--- src/rtl/bcd_operand_entry.sv ---
// bcd_operand_entry
//   Turns keypad decoder codes into BCD operand registers for the calculator.
//   There are OPERANDS registers of DIGITS BCD digits each. Digits shift in at
//   the least-significant end. The keys also provide backspace, clear and
//   advance-to-next-operand. A load path writes a result back into operand 0.
//   The block runs on the divided system clock.
//
//   Optional build macro KEY_DEBOUNCE_EN: adds a QUAL state. A key code must be
//   stable for DEBOUNCE cycles before it is acted on. A release must show
//   DEBOUNCE consecutive no-key cycles. Without the macro, DEBOUNCE is only
//   checked for legality.
//
// Ports
//   clk         rising-edge clock
//   rst         asynchronous reset, active low
//   key         decoder code: 0-9 digit, 10 clear, 11 backspace, 12 next,
//               5'h1F no key, 13-30 consumed as a press with no action
//   load_en     load load_val into operand 0 and make operand 0 active
//   load_val    BCD value to load (stored verbatim)
//   operands    operand k at bits [4*DIGITS*(k+1)-1 : 4*DIGITS*k], digit 0 LSB
//   active_idx  operand currently being edited
//   digit_cnt   number of digits entered into the active operand
//   ovf         one-cycle pulse: digit dropped because the operand was full
//   entry_done  one-cycle pulse: next pressed on the last operand
//
// Observability: the key FSM state is held in the enum variable "state".

module bcd_operand_entry #(
    parameter int DIGITS   = 4,
    parameter int OPERANDS = 2,
    parameter int IDX_W    = 3,
    parameter int DEBOUNCE = 8
) (
    input  logic                           clk,
    input  logic                           rst,
    input  logic [4:0]                     key,
    input  logic                           load_en,
    input  logic [4*DIGITS-1:0]            load_val,
    output logic [4*DIGITS*OPERANDS-1:0]   operands,
    output logic [IDX_W-1:0]               active_idx,
    output logic [3:0]                     digit_cnt,
    output logic                           ovf,
    output logic                           entry_done
);

    localparam int W = 4 * DIGITS;

    localparam logic [4:0] KEY_NONE  = 5'h1F;
    localparam logic [4:0] KEY_CLEAR = 5'd10;
    localparam logic [4:0] KEY_BACK  = 5'd11;
    localparam logic [4:0] KEY_NEXT  = 5'd12;

    // Elaboration-time guard against unusable parameter sets.
    if (DIGITS < 1 || DIGITS > 8 || OPERANDS < 2 || OPERANDS > 8 ||
        (2 ** IDX_W) < OPERANDS || DEBOUNCE < 1) begin : g_bad_params
        $error("bcd_operand_entry: illegal parameter combination");
    end

`ifdef KEY_DEBOUNCE_EN
    localparam int DB_W = (DEBOUNCE > 1) ? $clog2(DEBOUNCE) : 1;
    typedef enum logic [1:0] {S_IDLE, S_QUAL, S_HELD} state_t;
    logic [4:0]      code_q;   // code latched on entry to QUAL
    logic [DB_W-1:0] db_cnt;   // stability counter, shared by QUAL and HELD
`else
    typedef enum logic [0:0] {S_IDLE, S_HELD} state_t;
`endif

    state_t      state;
    logic [W-1:0] op_q  [OPERANDS];
    logic [3:0]   cnt_q [OPERANDS];

    logic [W-1:0] cur_op;
    logic [3:0]   cur_cnt;
    logic         fire;      // this edge performs the action of a press
    logic [4:0]   act_code;
    logic         take;      // action actually applied (load_en wins)

    // Active operand and its count.
    always_comb begin
        cur_op  = '0;
        cur_cnt = '0;
        for (int k = 0; k < OPERANDS; k++) begin
            if (active_idx == IDX_W'(k)) begin
                cur_op  = op_q[k];
                cur_cnt = cnt_q[k];
            end
        end
    end

`ifdef KEY_DEBOUNCE_EN
    // On the firing edge key still equals code_q, so code_q is the code acted on.
    assign fire     = (state == S_QUAL) && (key == code_q) &&
                      (db_cnt == DB_W'(DEBOUNCE - 1));
    assign act_code = code_q;
`else
    assign fire     = (state == S_IDLE) && (key != KEY_NONE);
    assign act_code = key;
`endif
    assign take = fire && !load_en;

    // Digit count of a loaded value: index of the highest nonzero digit + 1.
    function automatic logic [3:0] load_count(input logic [W-1:0] v);
        logic [3:0] c;
        c = '0;
        for (int i = 0; i < DIGITS; i++) begin
            if (v[4*i +: 4] != 4'd0) c = 4'(i + 1);
        end
        return c;
    endfunction

    always_ff @(posedge clk or negedge rst) begin
        if (!rst) begin
            state      <= S_IDLE;
            active_idx <= '0;
            ovf        <= 1'b0;
            entry_done <= 1'b0;
            for (int k = 0; k < OPERANDS; k++) begin
                op_q[k]  <= '0;
                cnt_q[k] <= '0;
            end
`ifdef KEY_DEBOUNCE_EN
            code_q <= KEY_NONE;
            db_cnt <= '0;
`endif
        end else begin
            ovf        <= 1'b0;
            entry_done <= 1'b0;

            // Key press tracking: one action per press.
`ifdef KEY_DEBOUNCE_EN
            case (state)
                S_IDLE: begin
                    if (key != KEY_NONE) begin
                        state  <= S_QUAL;
                        code_q <= key;
                        db_cnt <= '0;
                    end
                end
                S_QUAL: begin
                    if (key != code_q) begin
                        state <= S_IDLE;
                    end else if (fire) begin
                        state  <= S_HELD;
                        db_cnt <= '0;
                    end else begin
                        db_cnt <= db_cnt + DB_W'(1);
                    end
                end
                S_HELD: begin
                    // Any non-idle code restarts the release count.
                    if (key != KEY_NONE) begin
                        db_cnt <= '0;
                    end else if (db_cnt == DB_W'(DEBOUNCE - 1)) begin
                        state <= S_IDLE;
                    end else begin
                        db_cnt <= db_cnt + DB_W'(1);
                    end
                end
                default: state <= S_IDLE;
            endcase
`else
            case (state)
                S_IDLE:  if (key != KEY_NONE) state <= S_HELD;
                S_HELD:  if (key == KEY_NONE) state <= S_IDLE;
                default: state <= S_IDLE;
            endcase
`endif

            // Operand datapath
            if (load_en) begin
                op_q[0]    <= load_val;
                cnt_q[0]   <= load_count(load_val);
                active_idx <= '0;
            end else if (take) begin
                if (act_code <= 5'd9) begin
                    if (cur_cnt < 4'(DIGITS)) begin
                        for (int k = 0; k < OPERANDS; k++) begin
                            if (active_idx == IDX_W'(k)) begin
                                // Truncating the concatenation shifts left one digit.
                                op_q[k]  <= W'({cur_op, act_code[3:0]});
                                cnt_q[k] <= cur_cnt + 4'd1;
                            end
                        end
                    end else begin
                        ovf <= 1'b1;
                    end
                end else if (act_code == KEY_BACK) begin
                    if (cur_cnt != 4'd0) begin
                        for (int k = 0; k < OPERANDS; k++) begin
                            if (active_idx == IDX_W'(k)) begin
                                op_q[k]  <= cur_op >> 4;
                                cnt_q[k] <= cur_cnt - 4'd1;
                            end
                        end
                    end
                end else if (act_code == KEY_CLEAR) begin
                    for (int k = 0; k < OPERANDS; k++) begin
                        if (active_idx == IDX_W'(k)) begin
                            op_q[k]  <= '0;
                            cnt_q[k] <= '0;
                        end
                    end
                end else if (act_code == KEY_NEXT) begin
                    if (active_idx == IDX_W'(OPERANDS - 1)) begin
                        active_idx <= '0;
                        entry_done <= 1'b1;
                    end else begin
                        active_idx <= active_idx + IDX_W'(1);
                    end
                end
                // Codes 13-30 have no action.
            end
        end
    end

    for (genvar k = 0; k < OPERANDS; k++) begin : g_out
        assign operands[W*k +: W] = op_q[k];
    end

    assign digit_cnt = cur_cnt;

endmodule
--- config.mk ---
export PLATFORM = sky130hd
export DESIGN_NAME = bcd_operand_entry
export DESIGN_NICKNAME = d
export VERILOG_FILES = /design/src/rtl/bcd_operand_entry.sv
export SDC_FILE = /design/constraint.sdc
export NUM_CORES = 1
export LEC_CHECK = 0
export ABC_AREA = 1
export CELL_PAD_IN_SITES_DETAIL_PLACEMENT = 1
export CELL_PAD_IN_SITES_GLOBAL_PLACEMENT = 2
export CORE_ASPECT_RATIO = 1.4
export CORE_MARGIN = 2
export CORE_UTILIZATION = 30
export CTS_BUF_LIST = sky130_fd_sc_hd__clkbuf_4 sky130_fd_sc_hd__clkbuf_8
export CTS_CLUSTER_DIAMETER = 150
export DETAILED_ROUTE_END_ITERATION = 7
export PLACE_DENSITY_LB_ADDON = 0.1
export SLEW_MARGIN = 20
export SYNTH_ARGS = -nofsm -noshare
export SYNTH_HDL_FRONTEND = slang
export SYNTH_SLANG_ARGS = --single-unit
--- constraint.sdc ---
create_clock -name clk -period 4.6 [get_ports clk]
set_input_delay 0.92 -clock clk [delete_from_list [all_inputs] [get_ports clk]]
set_output_delay 0.92 -clock clk [all_outputs]
set_load 0.02 [all_outputs]
Yosys cells after proc, flatten, opt, wreduce, memory -nomap -nowiden
Cells that the tools add are included.
{ "word_totals": {"in_bits": 24, "regBits": 46, "output_inout_bits": 41, "word_cells": 99} }
{ "classes": {"add_sub_neg": 3, "eq_ne": 13, "n_reduce_logical": 17, "bitwise_logic": 2, "mux": 54, "order_cmp": 2} }
{ "op_table": {"columns": ["cell", "n"], "rows": [
  ["$mux 32", 6],
  ["$mux 16", 8],
  ["$mux 4", 12],
  ["$mux 8", 6],
  ["$reduce_bool 4->1", 6],
  ["$mux 3", 7],
  ["$eq 5x4->1 const B", 3],
  ["$mux 1", 14],
  ["$reduce_and 5->1", 2],
  ["$ne 2x2->1 const B", 3],
  ["$ne 3x2->1 const B", 2],
  ["$reduce_and 6->1", 1],
  ["$reduce_bool 2->1", 3],
  ["$eq 5x5->1 const B", 1],
  ["$le 5x4->1 const B", 1],
  ["$ne 5x5->1 const B", 1],
  ["$add 4x1->4 const B", 1],
  ["$lt 4x3->1 const B", 1],
  ["$ne 4x3->1 const B", 1],
  ["$sub 4x1->4 const B", 1],
  ["$add 3x1->3 const B", 1],
  ["$eq 3x1->1 const B", 1],
  ["$logic_not 3->1", 1],
  ["$reduce_bool 3->1", 1],
  ["other kinds (5)", 7]
]} }

Longest topological paths before layout
{ "depth": {"word_depth": 10, "ltp_mapped": 14, "mapped_depth_nobuf": 13} }

Least setup slack after synthesis
No wires, ideal clock.
{ "synth_timing": {"path_type": "reg-to-reg", "from": "reg active_idx[2]", "to": "reg op_q, in the netlist operands[24]", "path_stages_with_launch": 15, "setup_ns": 0.117, "arrival_ns": 2.110, "path_slack_ns": 2.373, "cell_sequence": "dfrtp_1 inv_1 buf_2 nand3_1 nand2_1 inv_1 ha_1 inv_1 nor2_1 a21oi_2 nand2_2 buf_6 buf_6 nand2_1 nand2_1"} }
{ "synth_via": {"elab_chain_len": 6, "elab_cells_between_ends": 16} }
{ "synth_rtl": {"columns": ["item", "line_no", "rtl"], "rows": [
  ["start, declared", "40", "output logic [IDX_W-1:0] active_idx,"],
  ["start signal, assigned", "208", "active_idx <= active_idx + IDX_W'(1);"],
  ["$logic_not 3->1", "83", "if (active_idx == IDX_W'(k)) begin"],
  ["$mux 4", "83", null],
  ["$mux 4 (*)", "83", null],
  ["net digit_cnt[0]", "41", "output logic [3:0] digit_cnt,"],
  ["$lt 4x3->1 / $reduce_bool 4->1 (equally long branches)", "176, 188", null],
  ["$ne 2x1->1 (no source line) / $ne 3x2->1 (equally long branches)", null, null],
  ["$reduce_and 6->1 (no source line) (*)", null, null],
  ["end signal, assigned by index", "180", "op_q[k] <= W'({cur_op, act_code[3:0]});"],
  ["end signal, assigned by index", "191", "op_q[k] <= cur_op >> 4;"],
  ["end, declared", "69", "logic [W-1:0] op_q [OPERANDS];"]
]} }
Mark *: on every way through the listed nets, which the timed path passes. The rest lies on a longest branch. The select of a mux whose other input is x is not followed.
A chain may end at the register's enable or synchronous reset.

Worst setup path after layout
{ "layout_timing": {"from": "in load_en", "to": "reg cnt_q[4] (netlist name)"} }
{ "layout_via": {"elab_chain_len": 4, "elab_cells_between_ends": 9} }
{ "layout_rtl": {"columns": ["item", "line_no", "rtl"], "rows": [
  ["start, declared", "37", "input logic load_en,"],
  ["$logic_not 1->1", "99", "assign take = fire && !load_en;"],
  ["$logic_and 1x1->1", "99", null],
  ["$reduce_bool 2->1 (no source line)", null, null],
  ["$reduce_and 5->1 (no source line)", null, null],
  ["end signal, assigned by index", "181", "cnt_q[k] <= cur_cnt + 4'd1;"],
  ["end signal, assigned by index", "192", "cnt_q[k] <= cur_cnt - 4'd1;"],
  ["end, declared", "70", "logic [3:0] cnt_q [OPERANDS];"]
]} }
Parallel ways exist; a longest one is shown, timed or not.

==> flow_summary.json <==
{
  "cap_viol_max_count": 0,
  "clock_sinks": 46,
  "syn_area_per_cell_sq_um": 6.75,
  "core_region_area_sq_um": 8980,
  "synth_top_area_share": 0.415,
  "synth.area.top_cells": "dfrtp_1 (42%), nand2_1 (27%), o21ai_0 (5.1%)",
  "ctsHoldBuffers": 0,
  "drtPass1Iterations": 4,
  "r2r_end": "operands[19]$_DFFE_PN0P_",
  "drt_iter0_markers": 82,
  "ctsRootBufferMaster": "clkbuf_8",
  "routed.top_layer": "met4",
  "hold_slack_ns": 0.397,
  "synthCells": 411,
  "r2r_setup_slack_ns": 2.07,
  "ys_warn_count": 0,
  "tns_ns": 0,
  "syn_area_sq_um": 2770,
  "io_buffers": 64,
  "grt_usage": 0.205,
  "crit_path_max_incr_delay_ns": 1.04,
  "clockBufferDepth": 2,
  "required_ns": 4.80,
  "gp_congestion": 0.816,
  "io_pins": 65,
  "routed_via_density": 4.94,
  "dp_hpwl_microns": 7280,
  "numCtsBuffers": 5,
  "cp.depth": 9,
  "drc": 0,
  "die-height_microns": 118,
  "setup_slack_ns": 1.50,
  "antenna_cells": 0,
  "vias": 2854,
  "path_cells": "clkdlybuf4s50_1 -> clkinv_1 -> nand2_1 -> o21ai_0 -> inv_1 -> nand4_1 -> buf_4 -> nand2_1 -> nand2_1",
  "yosysSeqAreaShare": 0.415,
  "setup.worst_path.start": "load_en",
  "slew_viol_final": 0,
  "cp_top_family": "buffers and inverters",
  "fin_worst_skew_ns": 0.00752,
  "reg2reg_depth": 9,
  "place_ws_ns": 1.16,
  "wl_met1_microns": 4180,
  "nets": 498,
  "arrival_ns": 3.31,
  "wl_per_cell_microns": 16.9,
  "crit_buf_inv": 4,
  "endpoint_kind": "flip-flop",
  "clock_latency_ns": 0.31,
  "relSlewSlack": 0.419,
  "ir_worst_vdd_uv": 119,
  "drive_gt1_frac": 0.0658,
  "final_util": 0.402,
  "worstHoldPathType": "in -> async",
  "status": "finished clean",
  "rsz0062_at_grt": "no",
  "yosysTopAreaCell": "dfrtp_1",
  "grt_pass1_wl_microns": 16100,
  "leakage_nw": 1.77,
  "fin_crit_sh": 0.675,
  "start_util": 0.309,
  "cpMaxStageDelayCell": "clkdlybuf4s50_1",
  "ys_types": 27,
  "grt_pass1_vias": 3059,
  "r2r_start": "active_idx[2]$_DFFE_PN0P_",
  "hold_viol_final": 0,
  "gr-total-overflow": 0,
  "wl_met3_microns": 257,
  "postRouteAntennaNets": 0,
  "antenna_found_initial": 0,
  "route.met2.wl_microns": 5070,
  "ys_seq_elements": 46,
  "p_per_area_nw_per_um2": 289,
  "crit_fanout": 20,
  "row_count": 41,
  "synthToLayoutAreaGrowth_pct": 30.2,
  "grt_max_degree": 28,
  "setup_viol": 0,
  "critPathKind": "in -> reg",
  "cts_max_level": 2,
  "crit_top_cell": "nand2_1",
  "dieArea_sq_um": 10000,
  "die_width_microns": 85.3,
  "ctsResizeCount": 0,
  "drt_wl_total_microns": 9750,
  "timing.fmax_mhz": 322,
  "synthesis.nets": 438,
  "tightest_slew_ns": 0.869,
  "path_clk_slew_ns": 0.09,
  "cts_tree": "yes",
  "post-cts-setup-buffers": 0,
  "layout_min_cycle_time_ns": 3.10,
  "totalPowerFinal_mw": 1.04,
  "critPathLaunchType": "input port"
}
==> flip-flops by register name, indices dropped and copies added, names as in the netlist <==
signal      flops
ovf             1
state           1
entry_done      1
operands       32
active_idx      3
cnt_q           8
==> metal layers <==
| layer | track usage | up-vias |
|---|---|---|
| met2 | 0.362 | 56 |
| met4 | 0.0704 | 0 |
| met1 | 0.249 | 1369 |
| li1 | - | 1412 |
| met5 | 0 | - |
| met3 | 0.0295 | 17 |
==> how the worst max path moves through the flow <==
| stage | slack (ns) | endpoint |
|---|---|---|
| 2_1_floorplan | 2.37 | operands[24]$_DFFE_PN0P_ |
| 3_3_place_gp | 1.30 | operands[11]$_DFFE_PN0P_ |
| 3_5_place_dp | 1.16 | cnt_q[4]$_DFFE_PN0P_ |
| 4_1_cts | 1.49 | cnt_q[4]$_DFFE_PN0P_ |
| 5_1_grt | 1.31 | operands[6]$_DFFE_PN0P_ |
| 6_report | 1.50 | cnt_q[4]$_DFFE_PN0P_ |
==> logic make-up (layout without fill, tap and decap cells) <==
| logic type | Yosys count | in the layout | share of synthesized area |
|---|---|---|---|
| AO/OA/AOI/OAI | 47 | 47 | 0.0921 |
| adder cells (fa/ha/maj) | 3 | 3 | 0.0135 |
| buffers and inverters | 49 | 109 | 0.0785 |
| flip-flops | 46 | 46 | 0.415 |
| AND/OR/NAND/NOR | 266 | 266 | 0.401 |
==> cell usage after synthesis <==
cell type / n
buf_2: 8
nand2_1: 196
nand4_1: 4
inv_1: 26
inv_2: 4
nor3_1: 4
nand3_1: 18
nand3_2: 1
nand2_2: 3
nor2_4: 3
o22ai_1: 2
nor2_1: 27
a21oi_2: 1
buf_6: 3
clkinv_1: 1
o21ai_1: 11
clkbuf_1: 6
nor4_1: 3
nand3b_1: 3
o211ai_1: 4
ha_1: 3
o21ai_0: 28
dfrtp_1: 46
clkbuf_2: 1
nor2_2: 2
o41ai_1: 1
nand2_4: 2
==> per-stage QoR <==
stage               area [sq um]  instances
floorplan                   2770        411
global placement            3480        569
detailed placement          3530        571
CTS                         3610        578
global route                3610        578
finish                      3610        578
==> placed cells by master, fill, tap and decap left out, types with 5 or more instances in the layout <==
master,n
dfrtp_1,46
buf_4,5
inv_1,26
nand3_1,18
nor2_1,27
o21ai_1,11
clkdlybuf4s50_1,63
nand2_1,196
clkbuf_8,5
o21ai_0,28
==> worst register-to-register path, cell delays in order (launching register included) <==
cell,delay (ns)
dfrtp_1,0.40
inv_1,0.33
nand2_2,0.38
inv_1,0.48
nand2_1,0.13
nor2_2,0.13
nand2_2,0.14
buf_4,0.26
nand2_1,0.09
o21ai_1,0.06
==> power breakdown <==
| group | total, mW | internal, mW | leakage, nW | switching, mW |
|---|---|---|---|---|
| Sequential | 0.466 | 0.435 | 0.607 | 0.0307 |
| Combinational | 0.312 | 0.124 | 1.12 | 0.188 |
| Clock | 0.264 | 0.117 | 0.0452 | 0.147 |
==> area by class of cell <==
| type | instances | area (sq um) |
|---|---|---|
| timing repair buffer | 71 | 721 |
| sequential | 46 | 1150 |
| fill | 1145 | 5370 |
| clock buffer | 7 | 83.8 |
| tap | 107 | 134 |
| inverter | 31 | 116 |
| multi-input combinational | 316 | 1400 |
Power figures use the tool's default switching activity.
